### src/rtl/memory_access_controller.sv
// Single-transaction byte/halfword access sequencer between a core request port and a
// synchronous memory_unit whose read data follows the address latched on the previous edge.
`timescale 1ns/1ps
module memory_access_controller (
  input  logic        CLOCK,
  input  logic        RESET,
  input  logic        req_valid,
  output logic        req_ready,
  input  logic        req_write,
  input  logic        req_wide,
  input  logic [7:0]  req_addr,
  input  logic [15:0] req_wdata,
  output logic        rsp_valid,
  output logic [15:0] rsp_rdata,
  output logic        mem_ctrl,
  output logic [7:0]  mem_addr,
  output logic [7:0]  mem_wdata,
  input  logic [7:0]  mem_rdata
);

  localparam logic MEMORY_READ  = 1'b0;
  localparam logic MEMORY_WRITE = 1'b1;

  typedef enum logic [2:0] {StIdle, StAddr0, StAddr1, StCapt, StResp} state_e;

  state_e      state_q, state_d;
  logic [7:0]  addr_q, addr_d;
  logic [15:0] wdata_q, wdata_d;
  logic        write_q, write_d;
  logic        wide_q, wide_d;
  logic [7:0]  mem_addr_q, mem_addr_d;
  logic [7:0]  mem_wdata_q, mem_wdata_d;
  logic [15:0] rdata_q, rdata_d;

  always_comb begin
    state_d     = state_q;
    addr_d      = addr_q;
    wdata_d     = wdata_q;
    write_d     = write_q;
    wide_d      = wide_q;
    mem_addr_d  = mem_addr_q;
    mem_wdata_d = mem_wdata_q;
    rdata_d     = rdata_q;
    unique case (state_q)
      StIdle: begin
        if (req_valid) begin
          addr_d     = req_addr;
          wdata_d    = req_wdata;
          write_d    = req_write;
          wide_d     = req_wide;
          mem_addr_d = req_addr;
          if (req_write) mem_wdata_d = req_wdata[7:0];
          state_d    = StAddr0;
        end
      end
      StAddr0: begin
        if (wide_q) begin
          // 8-bit add wraps 0xFF to 0x00 for the high byte.
          mem_addr_d = addr_q + 8'd1;
          if (write_q) mem_wdata_d = wdata_q[15:8];
          state_d = StAddr1;
        end else begin
          state_d = write_q ? StResp : StCapt;
        end
      end
      StAddr1: begin
        if (!write_q) rdata_d[7:0] = mem_rdata;
        state_d = write_q ? StResp : StCapt;
      end
      StCapt: begin
        if (wide_q) rdata_d[15:8] = mem_rdata;
        else        rdata_d = {8'h00, mem_rdata};
        state_d = StResp;
      end
      StResp: state_d = StIdle;
      default: state_d = StIdle;
    endcase
  end

  always_ff @(posedge CLOCK or negedge RESET) begin
    if (!RESET) begin
      state_q     <= StIdle;
      addr_q      <= 8'h00;
      wdata_q     <= 16'h0000;
      write_q     <= 1'b0;
      wide_q      <= 1'b0;
      mem_addr_q  <= 8'h00;
      mem_wdata_q <= 8'h00;
      rdata_q     <= 16'h0000;
    end else begin
      state_q     <= state_d;
      addr_q      <= addr_d;
      wdata_q     <= wdata_d;
      write_q     <= write_d;
      wide_q      <= wide_d;
      mem_addr_q  <= mem_addr_d;
      mem_wdata_q <= mem_wdata_d;
      rdata_q     <= rdata_d;
    end
  end

  // Decoded from the state register so an asynchronous reset drops a pending write at once.
  always_comb begin
    req_ready = (state_q == StIdle);
    rsp_valid = (state_q == StResp);
    mem_ctrl  = (write_q && (state_q == StAddr0 || state_q == StAddr1)) ? MEMORY_WRITE
                                                                        : MEMORY_READ;
  end

  assign mem_addr  = mem_addr_q;
  assign mem_wdata = mem_wdata_q;
  assign rsp_rdata = rdata_q;

endmodule

### config.mk
export PLATFORM = sky130hd
export DESIGN_NAME = memory_access_controller
export DESIGN_NICKNAME = d
export VERILOG_FILES = /design/src/rtl/memory_access_controller.sv
export SDC_FILE = /design/constraint.sdc
export NUM_CORES = 1
export LEC_CHECK = 0
export ABC_AREA = 0
export CORE_MARGIN = 2
export CORE_UTILIZATION = 51
export DETAILED_ROUTE_END_ITERATION = 10
export GPL_ROUTABILITY_DRIVEN = 0
export PLACE_DENSITY = 0.88
export SLEW_MARGIN = 10
export SYNTH_ARGS = -nofsm -noshare
export SYNTH_HDL_FRONTEND = slang
export SYNTH_SLANG_ARGS = --single-unit
### constraint.sdc
create_clock -name CLOCK -period 4.5 [get_ports CLOCK]
set_clock_uncertainty 0.05 [all_clocks]
set_input_delay 0.45 -clock CLOCK [delete_from_list [all_inputs] [get_ports CLOCK]]
set_output_delay 0.45 -clock CLOCK [all_outputs]
set_load 0.03 [all_outputs]
Word-level counts from Yosys, hierarchy flattened
Cells that the tools add are included.

Flip-flop bits (word level): 61. Latch bits: 0. Memory bits (writable): 0. ROM bits: 0. Word-level logic and storage cells: 46. Memories kept: 0.

Add/subtract/negate cells: 1. Multipliers: 0. Divide/modulo/power cells: 0. $lt $le $gt $ge: 0. Equality and inequality tests: 10. Shifts and indexed selects: 0. Muxes and demuxes: 17. Bitwise logic cells: 0. Reductions and logical operators: 9.

Operators by type and width (count): 8-bit 2-to-1 mux (9); 8-bit one-hot mux with 2 select lines (3); 3-bit one-hot mux with 4 select lines (1); 2-bit inequality test, second input constant (5); 3-bit 2-to-1 mux (3); 8-bit by 1-bit adder with 8-bit output, second input constant (1); 3-bit by 2-bit == test with 1-bit output, second input constant (2); 3-bit AND reduction (2); 5-bit AND reduction (1); 2-bit nonzero test (2); 3-bit by 1-bit == test with 1-bit output, second input constant (1); 3-bit == test, second input constant (1); 3-bit logical NOT (1); 2-bit by 1-bit inequality test with 1-bit output, second input constant (1); 2-bit AND reduction (1); 1-bit logical AND (1); 1-bit logical OR (1); 1-bit 2-to-1 mux (1).

Depth between registers and ports, before layout
Depth in word-level cells: 4. Gate-level depth with buffers: 5. Depth with buffers taken out: 4.

Least setup slack after synthesis
Ideal clock, no wire load.

Path type: reg-to-reg. Start: register state_q[1]. End: register addr_q[0]. Library setup time: 0.125 ns. Arrival time: 2.041 ns. Path slack: 2.284 ns. Stages on the path, launching flop included: 6. Period minus slack after synthesis: 2.216 ns. Cell sequence: dfrtp_1 > nor3_1 > and2_1 > buf_2 > buf_4 > mux2_2.

Word-level cells in the longest chain between the ends: 2.

Ends and longest elaborated chain: start, declared (RTL line 26) `state_e state_q, state_d;`; start signal, assigned (RTL line 82) `state_q <= StIdle;`; start signal, assigned (RTL line 91) `state_q <= state_d;`; 3-bit logical NOT; named net req_ready (RTL line 8) `output logic req_ready,`; 2-bit AND reduction (no line); end signal, assigned (RTL line 92) `addr_q <= addr_d;`; end, declared (RTL line 27) `logic [7:0] addr_q, addr_d;`.

The timed path passes the listed nets, and every way through them passes these cells. A chain may end at the register's enable or synchronous reset.

Worst setup path in the final report
Start: register state_q[0]. End: output mem_ctrl.

Word-level cells in the longest chain between the ends: 4.

Ends and longest elaborated chain: 3-bit by 1-bit == test with 1-bit output / 3-bit by 2-bit == test with 1-bit output (equally long branches) (RTL line 106) `mem_ctrl = (write_q && (state_q == StAddr0 || state_q == StAddr1)) ? MEMORY_WRITE`; 1-bit logical OR * (RTL line 106); 1-bit logical AND * (RTL line 106); 1-bit 2-to-1 mux * (RTL line 106); end, declared (RTL line 15) `output logic mem_ctrl,`.

Mark *: on every way between the ends. The rest lies on a longest branch, timed or not.

==> summary.md <==
| Metric | Value |
|---|---|
| Status | finished clean |
| Yosys warns | 0 |
| Site Rows | 25 |
| Final worst path period need | 2.530 ns |
| Mapped Area | 2476 um2 |
| Gates resized, CTS repair | 0 |
| Combinational share of power | 0.520 |
| NetSw | 996.4 uW |
| Initial DRC Count | 173 |
| Post-DR vias/cell | 5.612 |
| Syn_area_per_cell | 12.14 um2 |
| Clock Root Buffer | clkbuf_8 |
| R2R Path End | mem_wdata[2] |
| CP max FO | 20 |
| Post-synth ARST share | 1.000 |
| Most frequent cells in the layout | clkdlybuf4s50_1, dfrtp_1, mux2_2 |
| Vias in the first global route | 1841 |
| Sink Count | 53 |
| Critical path type | reg -> out |
| Crit-path cells | xnor2_1 > nor3b_1 > clkdlybuf4s50_1 |
| I/O pins | 72 |
| Switching Share | 0.4107 |
| Clock buffer depth | 2 |
| Post-CTS Setup Inserts | 0 |
| Final setup fails | 0 |
| Syn Inst Count | 204 |
| Max cap viols | 0 |
| Pleak | 0.001335 uW |
| Seq/Total Area, Yosys | 0.5356 |
| Die Wd | 73.68 um |
| Effective utilization at floorplan | 0.5277 |
| Final nets | 308 |
| CTS tree | built |
| Fin crit share | 0.5623 |
| Setup TNS Final | 0 ns |
| Worst vdd ir | 0.4564 mV |
| Crit path DAT | 2.03 ns |
| PD cells | 742.3 nW/um2 |
| # diodes | 0 |
| Total global-route track usage | 0.2088 |
| Clock latency at the later pin of the worst-skew pair | 0.30 ns |
| # DRC | 0 |
| Slew @ Worst Pin | 0.9820 ns |
| Largest net degree at the start of global routing | 54 |
| GRT overflow | 0 |
| Detail Placement HPWL | 3874 um |
| Slew Limit Fails | 0 |
| Area grow syn2layout | 31.99% |
| FF-to-FF path depth | 3 |
| Critical path's largest stage delay | 0.71 ns |
| Most common cell after layout, fill and taps aside | clkdlybuf4s50_1 |
| Ys flop type | dfrtp_1 |
| Die outline area | 5429 um2 |
| Total vias in the final route | 1824 |
| TritonCTS Buffers | 5 |
| Hold_buf cts | 0 |
| Placed cell areas | 3186 um2 |
| Critical R2R Launch | state_q[0] |
| Sequential power share | 0.373 |
| DRT Wirelength | 5321 um |
| Rel. slew slack | 0.3424 |
| Initial antenna violation count | 0 |
| WL/cell | 16.37 um |
| Number of enable flip-flop cells after synthesis | 0 |
| DRT antenna net count | 0 |
| Worst-path clk slew | 0.09 ns |
| Ranking of synthesized cells by area | dfrtp_1, mux2_2, o21ai_0 |
| Hold Path Class | in -> async |
| Port buffer count | 71 |
| Finished layout cell area | 3268 um2 |
| Startpoint types | register |
| FF+latch count, synth | 53 |
| Unrepaired setup endpoints after global routing | no |
| Hold Violations, Final | 0 |
| Max frequency | 395.2 MHz |
| Slowest stage cell on the critical path | clkdlybuf4s50_1 |
| H-tree depth | 2 |
| Worst Path Required | 4.00 ns |
| Syn Nets | 242 |
| Flop2flop setup slack | 2.07 ns |
| Layout cells sized above 1 | 0.1993 |
| P_int | 1430 uW |
| Core ar. | 4692 um2 |
| Post-synth top area share | 0.5356 |
| Synth area leader | dfrtp_1 |
| Die Y-Extent | 73.68 um |
| Yosys cell types | 36 |
| 1st-pass router iterations | 4 |
| Global-route wire length before repair | 8659 um |
| CP endpoint kind | output port |
| Clock power share | 0.107 |
## power by group through the flow
stage	Sequential [uW]	Combinational, uW	Clock, uW
after floorplan	1110	618	0
after global placement	902	1230	0
after detailed placement	915	1270	0
after CTS	906	1270	262
after global routing	943	1350	286
final	905	1260	260
## synthesized netlist by cell type, types with 2 or more instances
master	count
a32o_1	3
o31ai_1	2
o21ai_0	17
mux2i_1	5
a31o_2	2
nor2_1	3
nand2b_1	2
nor3b_1	3
buf_2	6
mux2_2	41
and2_1	3
or2_1	2
a21oi_1	8
clkbuf_1	3
a211o_1	3
nand3b_1	6
nand4_1	5
nor2b_1	2
dfrtp_1	53
nand2_1	18
buf_4	2
## final cells by class
| type | instances | area (um2) |
|---|---|---|
| timing repair buffer | 72 | 713.2 |
| fill | 355 | 1424 |
| sequential | 53 | 1326 |
| inverter | 1 | 3.754 |
| clock buffer | 6 | 72.57 |
| tap | 54 | 67.56 |
| clock inverter | 2 | 10.01 |
| multi-input combinational | 137 | 1075 |
## cells by family after synthesis
group,share of synthesized area
buffers and inverters,0.03031
adder cells (fa/ha/maj),0.005052
multiplexers,0.2112
flip-flops,0.5356
XOR/XNOR,0.007076
AND/OR/NAND/NOR,0.1213
AO/OA/AOI/OAI,0.08944
## worst max-delay path: cells and delay by family (launching register included)
| kind | cells | cell delay [ns] |
|---|---|---|
| flops | 1 | 0.70 |
| simple gates | 1 | 0.21 |
| buf+inv | 1 | 0.71 |
| xor+xnor | 1 | 0.12 |
## sequential cells by signal, summed over array words and instances, names as in the netlist
signal / count
wide_q: 1
mem_addr: 8
wdata_q: 8
addr_q: 8
write_q: 1
state_q: 3
rsp_rdata: 16
mem_wdata: 8
## metal layers
| layer | GRT usage | wire [um] | up-vias |
|---|---|---|---|
| li1 | - | - | 870 |
| met1 | 0.2722 | 2298 | 900 |
| met2 | 0.3631 | 2803 | 49 |
| met3 | 0.02743 | 154 | 5 |
| met4 | 0.06061 | 64 | 0 |
| met5 | 0 | 0 | - |
## how the worst max path moves through the flow
stage	start	to	slack [ns]	depth (start not counted)
2_1_floorplan	state_q[1]	addr_q[0]	2.28	5
3_3_place_gp	state_q[0]	mem_wdata[2]	2.09	3
3_5_place_dp	state_q[0]	mem_wdata[2]	2.08	3
4_1_cts	state_q[0]	mem_ctrl	1.96	3
5_1_grt	state_q[0]	mem_ctrl	1.86	3
6_report	state_q[0]	mem_ctrl	1.97	3
## per-stage QoR
step	power (uW)	worst slack, ns	hold WS [ns]	cells	utilization
finish	2426	1.970	0.2071	325	0.6965
CTS	2438	1.963	0.2292	325	0.6965
floorplan	1732	2.284	0.1044	204	-
detailed placement	2181	2.078	0.4192	317	0.6789
global placement	2135	2.089	0.4116	317	0.6789
global route	2575	1.856	0.2663	325	0.6965
Note: power is estimated with default switching activity, not from simulation.
